$ cat src/rtl/mips_isa_pkg.sv
// Shared MIPS-subset ISA constants: op codes, major opcodes, funct codes and encoder FSM states.
// Used by the encoder and intended to be shared with decode logic.
package mips_isa_pkg;

    typedef enum logic [4:0] {
        OpAdd   = 5'd0,
        OpSub, OpSlt, OpSltu, OpAnd, OpOr, OpNor, OpXor,
        OpSll, OpSrl, OpSra, OpSllv, OpSrlv, OpSrav,
        OpAddi, OpAndi, OpOri, OpXori, OpSlti, OpSltiu,
        OpLw, OpSw, OpBeq, OpBne, OpBlez, OpBgtz,
        OpJ,
        OpHalt  = 5'd31
    } op_e;

    localparam logic [5:0] OpcSpecial = 6'b000000;
    localparam logic [5:0] OpcJ       = 6'b000010;
    localparam logic [5:0] OpcBeq     = 6'b000100;
    localparam logic [5:0] OpcBne     = 6'b000101;
    localparam logic [5:0] OpcBlez    = 6'b000110;
    localparam logic [5:0] OpcBgtz    = 6'b000111;
    localparam logic [5:0] OpcAddi    = 6'b001000;
    localparam logic [5:0] OpcSlti    = 6'b001010;
    localparam logic [5:0] OpcSltiu   = 6'b001011;
    localparam logic [5:0] OpcAndi    = 6'b001100;
    localparam logic [5:0] OpcOri     = 6'b001101;
    localparam logic [5:0] OpcXori    = 6'b001110;
    localparam logic [5:0] OpcLw      = 6'b100011;
    localparam logic [5:0] OpcSw      = 6'b101011;

    localparam logic [5:0] FnSll  = 6'b000000;
    localparam logic [5:0] FnSrl  = 6'b000010;
    localparam logic [5:0] FnSra  = 6'b000011;
    localparam logic [5:0] FnAdd  = 6'b100000;
    localparam logic [5:0] FnSub  = 6'b100010;
    localparam logic [5:0] FnAnd  = 6'b100100;
    localparam logic [5:0] FnOr   = 6'b100101;
    localparam logic [5:0] FnXor  = 6'b100110;
    localparam logic [5:0] FnNor  = 6'b100111;
    localparam logic [5:0] FnSlt  = 6'b101010;
    localparam logic [5:0] FnSltu = 6'b101011;

    typedef enum logic [1:0] {
        StEmpty   = 2'd0,
        StFull    = 2'd1,
        StStopped = 2'd2
    } state_e;

endpackage

$ cat src/rtl/instr_pack.sv
// Combinational field packer: op code plus operand fields to a 32-bit MIPS word,
// with flags for illegal ops and HALT.
module instr_pack
    import mips_isa_pkg::*;
(
    input  logic [4:0]  op_i,
    input  logic [4:0]  rs_i,
    input  logic [4:0]  rt_i,
    input  logic [4:0]  rd_i,
    input  logic [4:0]  shift_i,
    input  logic [15:0] imm_i,
    input  logic [25:0] targ_addr_i,
    output logic [31:0] word_o,
    output logic        illegal_o,
    output logic        halt_o
);

    logic       is_r, is_i, is_j;
    logic [5:0] funct, opcode;
    logic [4:0] shamt, rt_eff;

    always_comb begin
        is_r      = 1'b0;
        is_i      = 1'b0;
        is_j      = 1'b0;
        funct     = 6'd0;
        opcode    = 6'd0;
        shamt     = 5'd0;
        rt_eff    = rt_i;
        illegal_o = 1'b0;
        halt_o    = 1'b0;
        case (op_i)
            OpAdd:  begin is_r = 1'b1; funct = FnAdd;  end
            OpSub:  begin is_r = 1'b1; funct = FnSub;  end
            OpSlt:  begin is_r = 1'b1; funct = FnSlt;  end
            OpSltu: begin is_r = 1'b1; funct = FnSltu; end
            OpAnd:  begin is_r = 1'b1; funct = FnAnd;  end
            OpOr:   begin is_r = 1'b1; funct = FnOr;   end
            OpNor:  begin is_r = 1'b1; funct = FnNor;  end
            OpXor:  begin is_r = 1'b1; funct = FnXor;  end
            // Constant shifts by zero would encode identically to the variable forms.
            OpSll:  begin is_r = 1'b1; funct = FnSll; shamt = shift_i;
                          illegal_o = (shift_i == 5'd0); end
            OpSrl:  begin is_r = 1'b1; funct = FnSrl; shamt = shift_i;
                          illegal_o = (shift_i == 5'd0); end
            OpSra:  begin is_r = 1'b1; funct = FnSra; shamt = shift_i;
                          illegal_o = (shift_i == 5'd0); end
            OpSllv: begin is_r = 1'b1; funct = FnSll;  end
            OpSrlv: begin is_r = 1'b1; funct = FnSrl;  end
            OpSrav: begin is_r = 1'b1; funct = FnSra;  end
            OpAddi:  begin is_i = 1'b1; opcode = OpcAddi;  end
            OpAndi:  begin is_i = 1'b1; opcode = OpcAndi;  end
            OpOri:   begin is_i = 1'b1; opcode = OpcOri;   end
            OpXori:  begin is_i = 1'b1; opcode = OpcXori;  end
            OpSlti:  begin is_i = 1'b1; opcode = OpcSlti;  end
            OpSltiu: begin is_i = 1'b1; opcode = OpcSltiu; end
            OpLw:    begin is_i = 1'b1; opcode = OpcLw;    end
            OpSw:    begin is_i = 1'b1; opcode = OpcSw;    end
            OpBeq:   begin is_i = 1'b1; opcode = OpcBeq;   end
            OpBne:   begin is_i = 1'b1; opcode = OpcBne;   end
            OpBlez:  begin is_i = 1'b1; opcode = OpcBlez; rt_eff = 5'd0; end
            OpBgtz:  begin is_i = 1'b1; opcode = OpcBgtz; rt_eff = 5'd0; end
            OpJ:     is_j = 1'b1;
            OpHalt:  halt_o = 1'b1;
            default: illegal_o = 1'b1;
        endcase
    end

    always_comb begin
        word_o = 32'd0;
        if (!illegal_o) begin
            if (is_r) begin
                word_o = {OpcSpecial, rs_i, rt_i, rd_i, shamt, funct};
            end else if (is_i) begin
                word_o = {opcode, rs_i, rt_eff, imm_i};
            end else if (is_j) begin
                word_o = {OpcJ, targ_addr_i};
            end
        end
    end

endmodule

$ cat src/rtl/instr_encode.sv
// Instruction encoder: valid/ready front end, one-word output register, address and
// emitted-word counters, sticky illegal-op flag and HALT/resume control.
module instr_encode
    import mips_isa_pkg::*;
(
    input  logic        clk,
    input  logic        rst,
    input  logic        in_valid,
    output logic        in_ready,
    input  logic [4:0]  op,
    input  logic [4:0]  rs,
    input  logic [4:0]  rt,
    input  logic [4:0]  rd,
    input  logic [4:0]  shift,
    input  logic [15:0] imm,
    input  logic [25:0] targ_addr,
    output logic        out_valid,
    input  logic        out_ready,
    output logic [31:0] instr,
    output logic [9:0]  addr,
    input  logic        base_load,
    input  logic [9:0]  base_addr,
    output logic        err,
    input  logic        err_clr,
    output logic        stopped,
    input  logic        resume,
    output logic [10:0] count
);

    state_e      state_q;
    logic        out_valid_q, err_q, stopped_q;
    logic [31:0] instr_q;
    logic [9:0]  addr_q, nxt_q;
    logic [10:0] count_q;

    logic [31:0] pack_word;
    logic        pack_illegal, pack_halt;
    logic        hs, acc, load;
    logic [9:0]  nxt_base;

    instr_pack u_pack (
        .op_i        (op),
        .rs_i        (rs),
        .rt_i        (rt),
        .rd_i        (rd),
        .shift_i     (shift),
        .imm_i       (imm),
        .targ_addr_i (targ_addr),
        .word_o      (pack_word),
        .illegal_o   (pack_illegal),
        .halt_o      (pack_halt)
    );

    // Acceptance in FULL implies the pending word fires in the same cycle.
    assign in_ready = (state_q == StEmpty) || ((state_q == StFull) && out_ready);
    assign hs       = out_valid_q && out_ready;
    assign acc      = in_valid && in_ready;
    assign load     = acc && !pack_illegal && !pack_halt;
    assign nxt_base = base_load ? base_addr : nxt_q;

    always_ff @(posedge clk or posedge rst) begin
        if (rst) begin
            state_q     <= StEmpty;
            out_valid_q <= 1'b0;
            instr_q     <= 32'd0;
            addr_q      <= 10'd0;
            nxt_q       <= 10'd0;
            count_q     <= 11'd0;
            err_q       <= 1'b0;
            stopped_q   <= 1'b0;
        end else begin
            if (acc && pack_illegal) begin
                err_q <= 1'b1;
            end else if (err_clr) begin
                err_q <= 1'b0;
            end

            if (hs && (count_q != 11'd2047)) begin
                count_q <= count_q + 11'd1;
            end

            if (load) begin
                instr_q <= pack_word;
                addr_q  <= nxt_base;
                nxt_q   <= nxt_base + 10'd1;
            end else if (base_load) begin
                nxt_q <= base_addr;
            end

            case (state_q)
                StEmpty: begin
                    if (load) begin
                        state_q     <= StFull;
                        out_valid_q <= 1'b1;
                    end else if (acc && pack_halt) begin
                        state_q   <= StStopped;
                        stopped_q <= 1'b1;
                    end
                end
                StFull: begin
                    if (acc) begin
                        if (pack_halt) begin
                            state_q     <= StStopped;
                            out_valid_q <= 1'b0;
                            stopped_q   <= 1'b1;
                        end else if (pack_illegal) begin
                            state_q     <= StEmpty;
                            out_valid_q <= 1'b0;
                        end
                    end else if (hs) begin
                        state_q     <= StEmpty;
                        out_valid_q <= 1'b0;
                    end
                end
                StStopped: begin
                    if (resume) begin
                        state_q   <= StEmpty;
                        stopped_q <= 1'b0;
                    end
                end
                default: begin
                    state_q     <= StEmpty;
                    out_valid_q <= 1'b0;
                    stopped_q   <= 1'b0;
                end
            endcase
        end
    end

    assign out_valid = out_valid_q;
    assign instr     = instr_q;
    assign addr      = addr_q;
    assign count     = count_q;
    assign err       = err_q;
    assign stopped   = stopped_q;

endmodule

$ cat config.mk
export PLATFORM = sky130hd
export DESIGN_NAME = instr_encode
export DESIGN_NICKNAME = d
export VERILOG_FILES = /design/src/rtl/mips_isa_pkg.sv /design/src/rtl/instr_pack.sv /design/src/rtl/instr_encode.sv
export SDC_FILE = /design/constraint.sdc
export NUM_CORES = 1
export LEC_CHECK = 0
export ABC_AREA = 1
export ABC_CLOCK_PERIOD_IN_PS = 3900
export CAP_MARGIN = 20
export CORE_MARGIN = 3
export CORE_UTILIZATION = 48
export CTS_CLUSTER_DIAMETER = 150
export DETAILED_ROUTE_END_ITERATION = 6
export HOLD_SLACK_MARGIN = 0.08
export PLACE_DENSITY = 0.88
export SYNTH_ARGS = -nofsm -noshare
export SYNTH_HDL_FRONTEND = slang
export SYNTH_SLANG_ARGS = --single-unit
$ cat constraint.sdc
create_clock -name clk -period 3.9 [get_ports clk]
set_input_delay 0.585 -clock clk [delete_from_list [all_inputs] [get_ports clk]]
set_output_delay 0.585 -clock clk [all_outputs]
set_load 0.02 [all_outputs]
==> results.ini <==
[status]
outcome=finished, final reports clean

[logic_synthesis]
synth_ff_type=dfrtp_1
synthArstFlopShare_pct=100
synth_edf_count=0
yosysWarnings=0
synth_cells=463
synth_cell_type_count=46
netlist_area_mm2=0.00369
synth_top_area_share_pct=45.4
synth_area_leader_cell=dfrtp_1
synth_seq_cells=67
ys_seq_area_share_pct=45.4
synth_top_cells_by_area=dfrtp_1, nand2_1, inv_1
synth_fp_nets=549
avgSynthCellArea_um2=7.97

[sta]
slew-limit-headroom_pct=55.4
fmax_mhz=340
worstMarginPinSlew_ns=0.666
skew_ns=0.0138
tns_ns=0
rsz0062_at_grt=no
post-route-min-period_ns=2.94
fin_crit_sh_pct=75.3
hold_viol_final=0
setup_viol=0
slew_violations=0

[routing]
vias=3662
post_drt_wl_per_cell_um=15.8
top_layer_used=met4
wl_met2_um=5200
wl_um=11100
drc=0
ant_nets=0
via_per_inst=5.23
drtIter0Drc=175
wl_met1_um=4720
dr_wl_met3_um=790
first_pass_iters=5

[worst_hold_path]
whs_path_depth=2
hold_path.class=flop to flop
worstHoldStart=instr[3]$_DFFE_PP0N_
min_delay_worst_endpoint=instr[3]$_DFFE_PP0N_

[critical_path]
critPathLaunch=op[4]
crit_arrival_ns=3.14
rrSetupSlack_ns=1.88
rr_endpoint=nxt_q[6]$_DFF_PP0_
startpoint_type=input port
path_class=input port to flop
critPathRequiredTime_ns=4.10
cp_max_fo=29
ff2ff_path_depth=9
r2r_start=state_q[0]$_DFFE_PP0P_
cp-end-kind=flop

[floorplanning]
die_w_um=93.7
die-area_mm2=0.00878
ios=141
row_count=31
start_util_pct=50.1
die_h_um=93.7
coreArea_mm2=0.00737

[placed_design]
port_buffers=139
dpl.hpwl_um=8350
place.gp.congestion=0.910
dpl.cell_count=685

[global_routing]
grt_remaining_overflow=0
grt_antenna_before_repair=0
grt_util_all_layers_pct=25.6
grt_max_degree=54
grt_pass1_wl_um=17500
grt_pass1_vias=3625

[layout]
areaGrowthSynthToFinish_pct=43.6
nets=683
diodes=0
final_core_util_pct=71.9
drive_gt1_share_pct=6.99
stdcell_count=700

[clock_network]
cts_setup_buffers=0
cts_resized=0
clkSlewWorstSetupHoldPaths_ns=0.07
holdBufCountCts=0
cts_tree=done
clk_latency_ns=0.35
root_buffer=clkbuf_8
cts_buffers=9
cts_sinks=67
clk_path_buf_depth=2
htree_levels=3

[power]
p_leak_nw=2.45
peakVddDrop_uv=328
p_per_area_mw_per_mm2=573

[job]
maxCapViolCount=0

synthesized netlist by cell type, types with 2 or more instances:
cell and instances:
nand2_1 121, dfrtp_1 67, inv_1 46, nor2_1 36, a21oi_1 23, nand3_1 21
o21ai_0 20, a2bb2oi_1 15, o21ai_1 14, xor2_1 14, buf_2 8, nor3_1 7
buf_4 5, nand4_1 5, o31ai_1 5, buf_6 4, clkbuf_1 4, inv_2 4
nor2_2 4, nand2_2 3, o21bai_1 3, xnor2_1 3, a211oi_1 2, ha_1 2
mux2_2 2, nor2_4 2, nor4_1 2, o211ai_1 2, o21a_1 2
worst max path at each step:
stage,cells past startpoint,slack (ns),to
final,14,0.96,nxt_q[6]$_DFF_PP0_
after global routing,14,0.71,nxt_q[6]$_DFF_PP0_
after CTS,14,0.99,nxt_q[6]$_DFF_PP0_
after detailed placement,14,0.64,nxt_q[6]$_DFF_PP0_
after global placement,14,0.71,nxt_q[3]$_DFF_PP0_
after floorplan,1,1.63,addr[0]$_DFFE_PP0N_
routing by layer:
layer / vias to the layer above / global-route usage [%]
li1: 1782 / -
met1: 1704 / 32.9
met2: 148 / 41.1
met3: 28 / 6.49
met4: 0 / 10.8
met5: - / 0
worst max-delay path, stage by stage:
cell,delay [ns]
clkdlybuf4s50_1,0.74
inv_2,0.19
nor2_1,0.19
nand2_1,0.07
nand2_1,0.09
inv_1,0.05
nand2_1,0.06
nor2_2,0.03
buf_4,0.17
nand2_2,0.08
nand3_2,0.08
inv_2,0.42
nand3_1,0.17
xor2_1,0.19
area by class of cell:
class                           count  area (um^2)
Clock buffer                       10          138
Clock inverter                      5         53.8
Fill cell                         580         2070
Inverter                           51          191
Multi-Input combinational cell    323         1680
Sequential cell                    67         1680
Tap cell                           99          124
Timing Repair Buffer              145         1440
where the power goes:
part	internal [mW]	total, mW	switching [mW]	leakage [nW]
Combinational	0.645	1.36	0.712	1.55
Clock	0.307	0.581	0.274	0.102
Sequential	0.933	1.10	0.167	0.802
kinds of logic (layout without fill, tap and decap cells):
logic type,count (synthesis),in the layout,synth area share (%)
simple gates,206,206,23.8
compound gates,95,95,16.3
buf+inv,73,211,9.02
flops,67,67,45.4
xor+xnor,17,17,4.04
fa+ha+maj,2,2,0.678
mux,2,2,0.610
other cells,1,1,0.102
registers in the layout, indices dropped and copies added, names as in the netlist:
register / cells
addr: 10
count: 11
err: 1
instr: 31
nxt_q: 10
out_valid: 1
state_q: 2
stopped: 1
placed cells by master, fill, tap and decap left out, drive strengths merged, types with 3 or more instances in the layout:
master / instances
nand4: 5
xor2: 14
buf: 6
a2bb2oi: 15
o21bai: 3
dfrtp: 67
nand2: 124
o31ai: 6
clkinv: 5
clkdlybuf4s50: 139
nand3: 22
inv: 50
o21ai: 35
clkbuf: 10
nor3: 8
nor2: 42
a21oi: 23
xnor2: 3
per-stage QoR:
| stage | instance area (um^2) | worst slack (ns) | hold slack (ns) | total power [mW] |
|---|---|---|---|---|
| 6_report | 5300 | 0.963 | 0.486 | 3.04 |
| 5_1_grt | 5300 | 0.712 | 0.515 | 3.20 |
| 4_1_cts | 5300 | 0.986 | 0.492 | 3.05 |
| 3_5_place_dp | 5110 | 0.640 | 0.472 | 2.47 |
| 3_3_place_gp | 5110 | 0.713 | 0.468 | 2.44 |
| 2_1_floorplan | 3690 | 1.63 | 0.502 | 1.81 |
No activity file was read; power rests on OpenSTA's default activity.
